<file path="src/rtl/uart_bcd_ctrl.sv">
// UART node: debounced button sends the switch byte as 8N1 on DataOut, received bytes
// are stored, and three active-low 7-segment digits show either byte in decimal.
module uart_bcd_ctrl #(
  parameter int CLK_FREQ        = 50000000,
  parameter int BAUD            = 9600,
  parameter int DEBOUNCE_CYCLES = 500000
) (
  input  logic        src_clk,
  input  logic        rst,
  input  logic [9:0]  Switches,
  input  logic        DataIn,
  input  logic        SendItem,
  output logic        DataOut,
  output logic [20:0] Display_out
);

  localparam int CPB  = CLK_FREQ / BAUD;
  localparam int HALF = CPB / 2;
  localparam int CW   = $clog2(CPB + 1);
  localparam int DW   = $clog2(DEBOUNCE_CYCLES + 1);

  typedef enum logic [1:0] {S_IDLE, S_START, S_DATA, S_STOP} state_t;

  function automatic logic [6:0] seg7(input logic [3:0] d);
    case (d)
      4'd0: seg7 = 7'b1000000;
      4'd1: seg7 = 7'b1111001;
      4'd2: seg7 = 7'b0100100;
      4'd3: seg7 = 7'b0110000;
      4'd4: seg7 = 7'b0011001;
      4'd5: seg7 = 7'b0010010;
      4'd6: seg7 = 7'b0000010;
      4'd7: seg7 = 7'b1111000;
      4'd8: seg7 = 7'b0000000;
      4'd9: seg7 = 7'b0010000;
      default: seg7 = 7'b1111111;
    endcase
  endfunction

  logic          rx_s1_q, rx_s2_q, rx_prev_q, btn_s1_q, btn_s2_q;
  logic          btn_db_q, btn_db_d, btn_prev_q;
  logic [DW-1:0] db_cnt_q, db_cnt_d;
  state_t        tx_state_q, tx_state_d, rx_state_q, rx_state_d;
  logic [CW-1:0] tx_cnt_q, tx_cnt_d, rx_cnt_q, rx_cnt_d;
  logic [2:0]    tx_idx_q, tx_idx_d, rx_idx_q, rx_idx_d;
  logic [7:0]    tx_shift_q, tx_shift_d, rx_shift_q, rx_shift_d;
  logic [7:0]    rx_byte_q, rx_byte_d;
  logic          tx_out_q, tx_out_d;
  logic [20:0]   disp_q, disp_d;
  logic          send_trig;
  logic [7:0]    value;

  // The counter only runs while the synced button disagrees with the debounced state.
  always_comb begin
    btn_db_d = btn_db_q;
    db_cnt_d = '0;
    if (btn_s2_q != btn_db_q) begin
      if (db_cnt_q == DW'(DEBOUNCE_CYCLES - 1)) btn_db_d = btn_s2_q;
      else db_cnt_d = db_cnt_q + 1'b1;
    end
  end

  assign send_trig = btn_db_q & ~btn_prev_q & Switches[0] & (tx_state_q == S_IDLE);

  always_comb begin
    tx_state_d = tx_state_q;
    tx_cnt_d   = tx_cnt_q + 1'b1;
    tx_idx_d   = tx_idx_q;
    tx_shift_d = tx_shift_q;
    tx_out_d   = tx_out_q;
    case (tx_state_q)
      S_IDLE: begin
        tx_cnt_d = '0;
        tx_out_d = 1'b1;
        if (send_trig) begin
          tx_state_d = S_START;
          tx_shift_d = Switches[9:2];
          tx_out_d   = 1'b0;
        end
      end
      S_START: if (tx_cnt_q == CW'(CPB - 1)) begin
        tx_cnt_d   = '0;
        tx_idx_d   = '0;
        tx_state_d = S_DATA;
        tx_out_d   = tx_shift_q[0];
        tx_shift_d = {1'b0, tx_shift_q[7:1]};
      end
      S_DATA: if (tx_cnt_q == CW'(CPB - 1)) begin
        tx_cnt_d = '0;
        if (tx_idx_q == 3'd7) begin
          tx_state_d = S_STOP;
          tx_out_d   = 1'b1;
        end else begin
          tx_idx_d   = tx_idx_q + 1'b1;
          tx_out_d   = tx_shift_q[0];
          tx_shift_d = {1'b0, tx_shift_q[7:1]};
        end
      end
      default: if (tx_cnt_q == CW'(CPB - 1)) begin
        tx_cnt_d   = '0;
        tx_state_d = S_IDLE;
      end
    endcase
  end

  // RX arms only on a high-to-low transition, so a line stuck low cannot retrigger.
  always_comb begin
    rx_state_d = rx_state_q;
    rx_cnt_d   = rx_cnt_q + 1'b1;
    rx_idx_d   = rx_idx_q;
    rx_shift_d = rx_shift_q;
    rx_byte_d  = rx_byte_q;
    case (rx_state_q)
      S_IDLE: begin
        rx_cnt_d = '0;
        if (rx_prev_q && !rx_s2_q) rx_state_d = S_START;
      end
      S_START: if (rx_cnt_q == CW'(HALF - 1)) begin
        rx_cnt_d   = '0;
        rx_idx_d   = '0;
        rx_state_d = rx_s2_q ? S_IDLE : S_DATA;
      end
      S_DATA: if (rx_cnt_q == CW'(CPB - 1)) begin
        rx_cnt_d   = '0;
        rx_shift_d = {rx_s2_q, rx_shift_q[7:1]};
        if (rx_idx_q == 3'd7) rx_state_d = S_STOP;
        else rx_idx_d = rx_idx_q + 1'b1;
      end
      default: if (rx_cnt_q == CW'(CPB - 1)) begin
        rx_cnt_d   = '0;
        rx_state_d = S_IDLE;
        if (rx_s2_q) rx_byte_d = rx_shift_q;
      end
    endcase
  end

  always_comb begin
    value  = Switches[1] ? Switches[9:2] : rx_byte_q;
    disp_d = {seg7(4'(value / 8'd100)), seg7(4'((value / 8'd10) % 8'd10)), seg7(4'(value % 8'd10))};
  end

  always_ff @(posedge src_clk or posedge rst) begin
    if (rst) begin
      rx_s1_q    <= 1'b1;
      rx_s2_q    <= 1'b1;
      rx_prev_q  <= 1'b1;
      btn_s1_q   <= 1'b0;
      btn_s2_q   <= 1'b0;
      btn_db_q   <= 1'b0;
      btn_prev_q <= 1'b0;
      db_cnt_q   <= '0;
      tx_state_q <= S_IDLE;
      tx_cnt_q   <= '0;
      tx_idx_q   <= '0;
      tx_shift_q <= '0;
      tx_out_q   <= 1'b1;
      rx_state_q <= S_IDLE;
      rx_cnt_q   <= '0;
      rx_idx_q   <= '0;
      rx_shift_q <= '0;
      rx_byte_q  <= '0;
      disp_q     <= {3{7'b1000000}};
    end else begin
      rx_s1_q    <= DataIn;
      rx_s2_q    <= rx_s1_q;
      rx_prev_q  <= rx_s2_q;
      btn_s1_q   <= SendItem;
      btn_s2_q   <= btn_s1_q;
      btn_db_q   <= btn_db_d;
      btn_prev_q <= btn_db_q;
      db_cnt_q   <= db_cnt_d;
      tx_state_q <= tx_state_d;
      tx_cnt_q   <= tx_cnt_d;
      tx_idx_q   <= tx_idx_d;
      tx_shift_q <= tx_shift_d;
      tx_out_q   <= tx_out_d;
      rx_state_q <= rx_state_d;
      rx_cnt_q   <= rx_cnt_d;
      rx_idx_q   <= rx_idx_d;
      rx_shift_q <= rx_shift_d;
      rx_byte_q  <= rx_byte_d;
      disp_q     <= disp_d;
    end
  end

  assign DataOut     = tx_out_q;
  assign Display_out = disp_q;

endmodule

</file>
<file path="config.mk">
export PLATFORM = sky130hd
export DESIGN_NAME = uart_bcd_ctrl
export DESIGN_NICKNAME = d
export VERILOG_FILES = /design/src/rtl/uart_bcd_ctrl.sv
export SDC_FILE = /design/constraint.sdc
export NUM_CORES = 1
export LEC_CHECK = 0
export ABC_AREA = 1
export BUFFER_PORTS_ARGS = -buffer_cell sky130_fd_sc_hd__buf_2
export CAP_MARGIN = 5
export CELL_PAD_IN_SITES_DETAIL_PLACEMENT = 0
export CELL_PAD_IN_SITES_GLOBAL_PLACEMENT = 1
export CORE_ASPECT_RATIO = 1.75
export CORE_UTILIZATION = 50
export CTS_CLUSTER_SIZE = 12
export DETAILED_ROUTE_END_ITERATION = 6
export GPL_ROUTABILITY_DRIVEN = 0
export PLACE_DENSITY = 0.86
export SETUP_SLACK_MARGIN = 0.5
export SYNTH_ARGS = -nofsm -noshare
export SYNTH_HDL_FRONTEND = slang
export SYNTH_SLANG_ARGS = --single-unit
</file>
<file path="constraint.sdc">
create_clock -name src_clk -period 11 [get_ports src_clk]
set_clock_uncertainty 0.1 [all_clocks]
set_input_delay 1.65 -clock src_clk [delete_from_list [all_inputs] [get_ports src_clk]]
set_output_delay 1.65 -clock src_clk [all_outputs]
set_load 0.05 [all_outputs]
</file>
==> impl_metrics.json <==
{
  "nets": 829,
  "dpl.cell_count": 912,
  "ir_drop_v": 0.0000754,
  "antenna_found_initial": 0,
  "slew_headroom_pct": 47.9,
  "cts_tree": "built",
  "min_path_cells": 0,
  "port_buffers": 34,
  "post-route-period-util_pct": 49.5,
  "reg2reg_slack_ns": 6.85,
  "cts_resized": 0,
  "fill_cells": 1092,
  "dp_hpwl_mm": 9.39,
  "yosysTopAreaCell": "dfrtp_1",
  "wl_met1_mm": 5.01,
  "die_w_um": 85.6,
  "cts.sinks": 106,
  "fin_crit_ns": 5.45,
  "synth-edff-count": 0,
  "cts_setup_buffers": 0,
  "grt_use_total_pct": 20.8,
  "max_freq_mhz": 184,
  "crit_type": "primary input to flip-flop",
  "syn-num-nets": 789,
  "ys_seq_elements": 106,
  "yosysUniqueCellTypes": 46,
  "slowest_delay_ns": 0.30,
  "antenna_left": 0,
  "dr.pass1.iters": 4,
  "regArea_um2": 2660,
  "cp_slowest_cell": "buf_2",
  "finalSetupTns_ns": 0,
  "worst_hold_startpoint": "btn_s1_q",
  "final_cell_count_no_fill": 928,
  "routed_via_density": 5.22,
  "initial_core_util_pct": 51.2,
  "grt_pass1_vias": 4679,
  "async_reset_ff_share_pct": 100,
  "r2r_end": "Display_out[10]",
  "place_ws_ns": 5.18,
  "power_density_nw_per_um2": 173,
  "worst_pin_slew_ns": 0.781,
  "top_layer": "met4",
  "outcome": "finished, final reports clean",
  "dpl_cell_area_um2": 6440,
  "avgSynthCellArea_um2": 8.19,
  "ys_warn_count": 0,
  "cp-end-kind": "flip-flop",
  "overflow": 0,
  "cts_htree_levels": 3,
  "rr_startpoint": "rx_byte_q[3]",
  "remaining_drc_errors": 0,
  "wl_per_cell_um": 13.0,
  "synth_area_leaders": "dfrtp_1 41%, nand2_1 8.0%, inv_1 7.2%",
  "multiInputGateArea_um2": 2910,
  "routed_wl_mm": 12.1,
  "rsz0062_at_grt": "no",
  "diodes": 0,
  "core_um2": 11900,
  "synth_area_um2": 6110,
  "ys_seq_area_share_pct": 43.6,
  "io_pins": 36,
  "grt_pass1_wl_mm": 21.3,
  "synth_common_cells": "130 x nand2_1, 118 x inv_1, 99 x dfrtp_1",
  "p_leak_nw": 3.21,
  "max_cap_viol_count": 0,
  "r2r_cells": 29,
  "arrival_ns": 5.58,
  "worstHoldEndpoint": "btn_s2_q",
  "startpoint_type": "primary input",
  "critPathMaxFanout": 12,
  "setup.worst_path.start": "Switches[1]",
  "synth_most_common_cell": "nand2_1",
  "whs_ns": 0.259,
  "layout-drive-gt1-share_pct": 17.2,
  "vias": 4845,
  "total_power_mw": 1.16,
  "dieArea_um2": 12700,
  "crit_buf_inv": 7,
  "cp.required_ns": 11.14,
  "cts_buffers": 9,
  "holdBufCountCts": 0,
  "stdcell_area_um2": 6730,
  "synthToLayoutAreaGrowth_pct": 10.2,
  "cp_common_cell": "nand2_1",
  "grt_max_degree": 63,
  "critPathTopFamily": "simple AND/OR/NAND/NOR gates",
  "setup_ws_ns": 5.55,
  "wl_met2_mm": 6.61,
  "rows": 53,
  "synth_top_area_share_pct": 40.5,
  "hp-class": "flip-flop to flip-flop",
  "drt_iter0_drc": 212,
  "cts_max_path_buffers": 2,
  "path_clk_slew_ns": 0.07,
  "setup_viol": 0,
  "worstSkewPairLatency_ns": 0.35,
  "hold_violations": 0,
  "synthCells": 746,
  "slew_violations": 0,
  "root_buffer": "clkbuf_16",
  "synth_ff_type": "dfrtp_1",
  "fp.dieH_um": 148,
  "routed-wl-met3_um": 255,
  "post-route-util_pct": 56.4
}
registers in the layout (all words and copies together) (netlist names):
name,flops
tx_cnt_q,13
btn_s1_q,1
btn_db_q,1
rx_idx_q,3
rx_state_q,2
rx_cnt_q,13
rx_byte_q,8
db_cnt_q,19
tx_state_q,2
rx_s2_q,1
btn_prev_q,1
btn_s2_q,1
DataOut,1
rx_s1_q,1
rx_shift_q,8
rx_prev_q,1
tx_idx_q,3
Display_out,19
tx_shift_q,8
cells by family (layout without fill, tap and decap cells):
logic type      after synthesis  after routing  share of synthesized area [%]
simple gates                356            356                           29.1
xor+xnor                     12             12                           2.03
other cells                   1              1                         0.0614
mux                           3              3                          0.553
flops                       106            106                           43.6
compound gates               99             99                           9.77
fa+ha+maj                    29             29                           5.94
buf+inv                     140            185                           9.01
report_power, final:
group / switching [mW] / internal, mW
Clock: 0.155 / 0.160
Sequential: 0.0179 / 0.433
Combinational: 0.292 / 0.107
cell usage in the layout (no fill, tap or decap), drive strengths merged, types with 2 or more instances in the layout:
cell type	Yosys	layout
a21oi	22	22
a31oi	4	4
buf	3	37
clkbuf	5	9
clkinv	5	7
dfrtp	99	99
dfstp	7	7
ha	29	29
inv	127	131
mux2	3	3
nand2	173	173
nand3	56	56
nand4	16	16
nor2	69	69
nor3	21	21
nor3b	13	13
nor4	7	7
o211ai	9	9
o21a	6	6
o21ai	52	52
o41ai	2	2
xor2	11	11
routing by layer:
| layer | vias to the layer above | GRT usage [%] |
|---|---|---|
| li1 | 2482 | - |
| met1 | 2286 | 24.5 |
| met2 | 59 | 38.6 |
| met3 | 18 | 2.66 |
| met4 | 0 | 6.83 |
| met5 | - | 0 |
final cells by class:
type	count	area share, %
flip-flops and latches	106	39.5
clock inverters	7	1.00
clock buffers	9	3.35
multi-input cells	500	43.2
well taps	137	2.55
repair buffers	37	2.86
inverters	132	7.55
how the worst max path moves through the flow:
stage	end	slack, ns	cells past startpoint
after CTS	Display_out[10]	5.54	35
final	Display_out[10]	5.55	35
after floorplan	Display_out[10]	5.87	36
after global placement	Display_out[10]	5.35	36
after detailed placement	Display_out[10]	5.18	35
after global routing	Display_out[10]	5.11	35
Note: power is estimated with default switching activity, not from simulation.
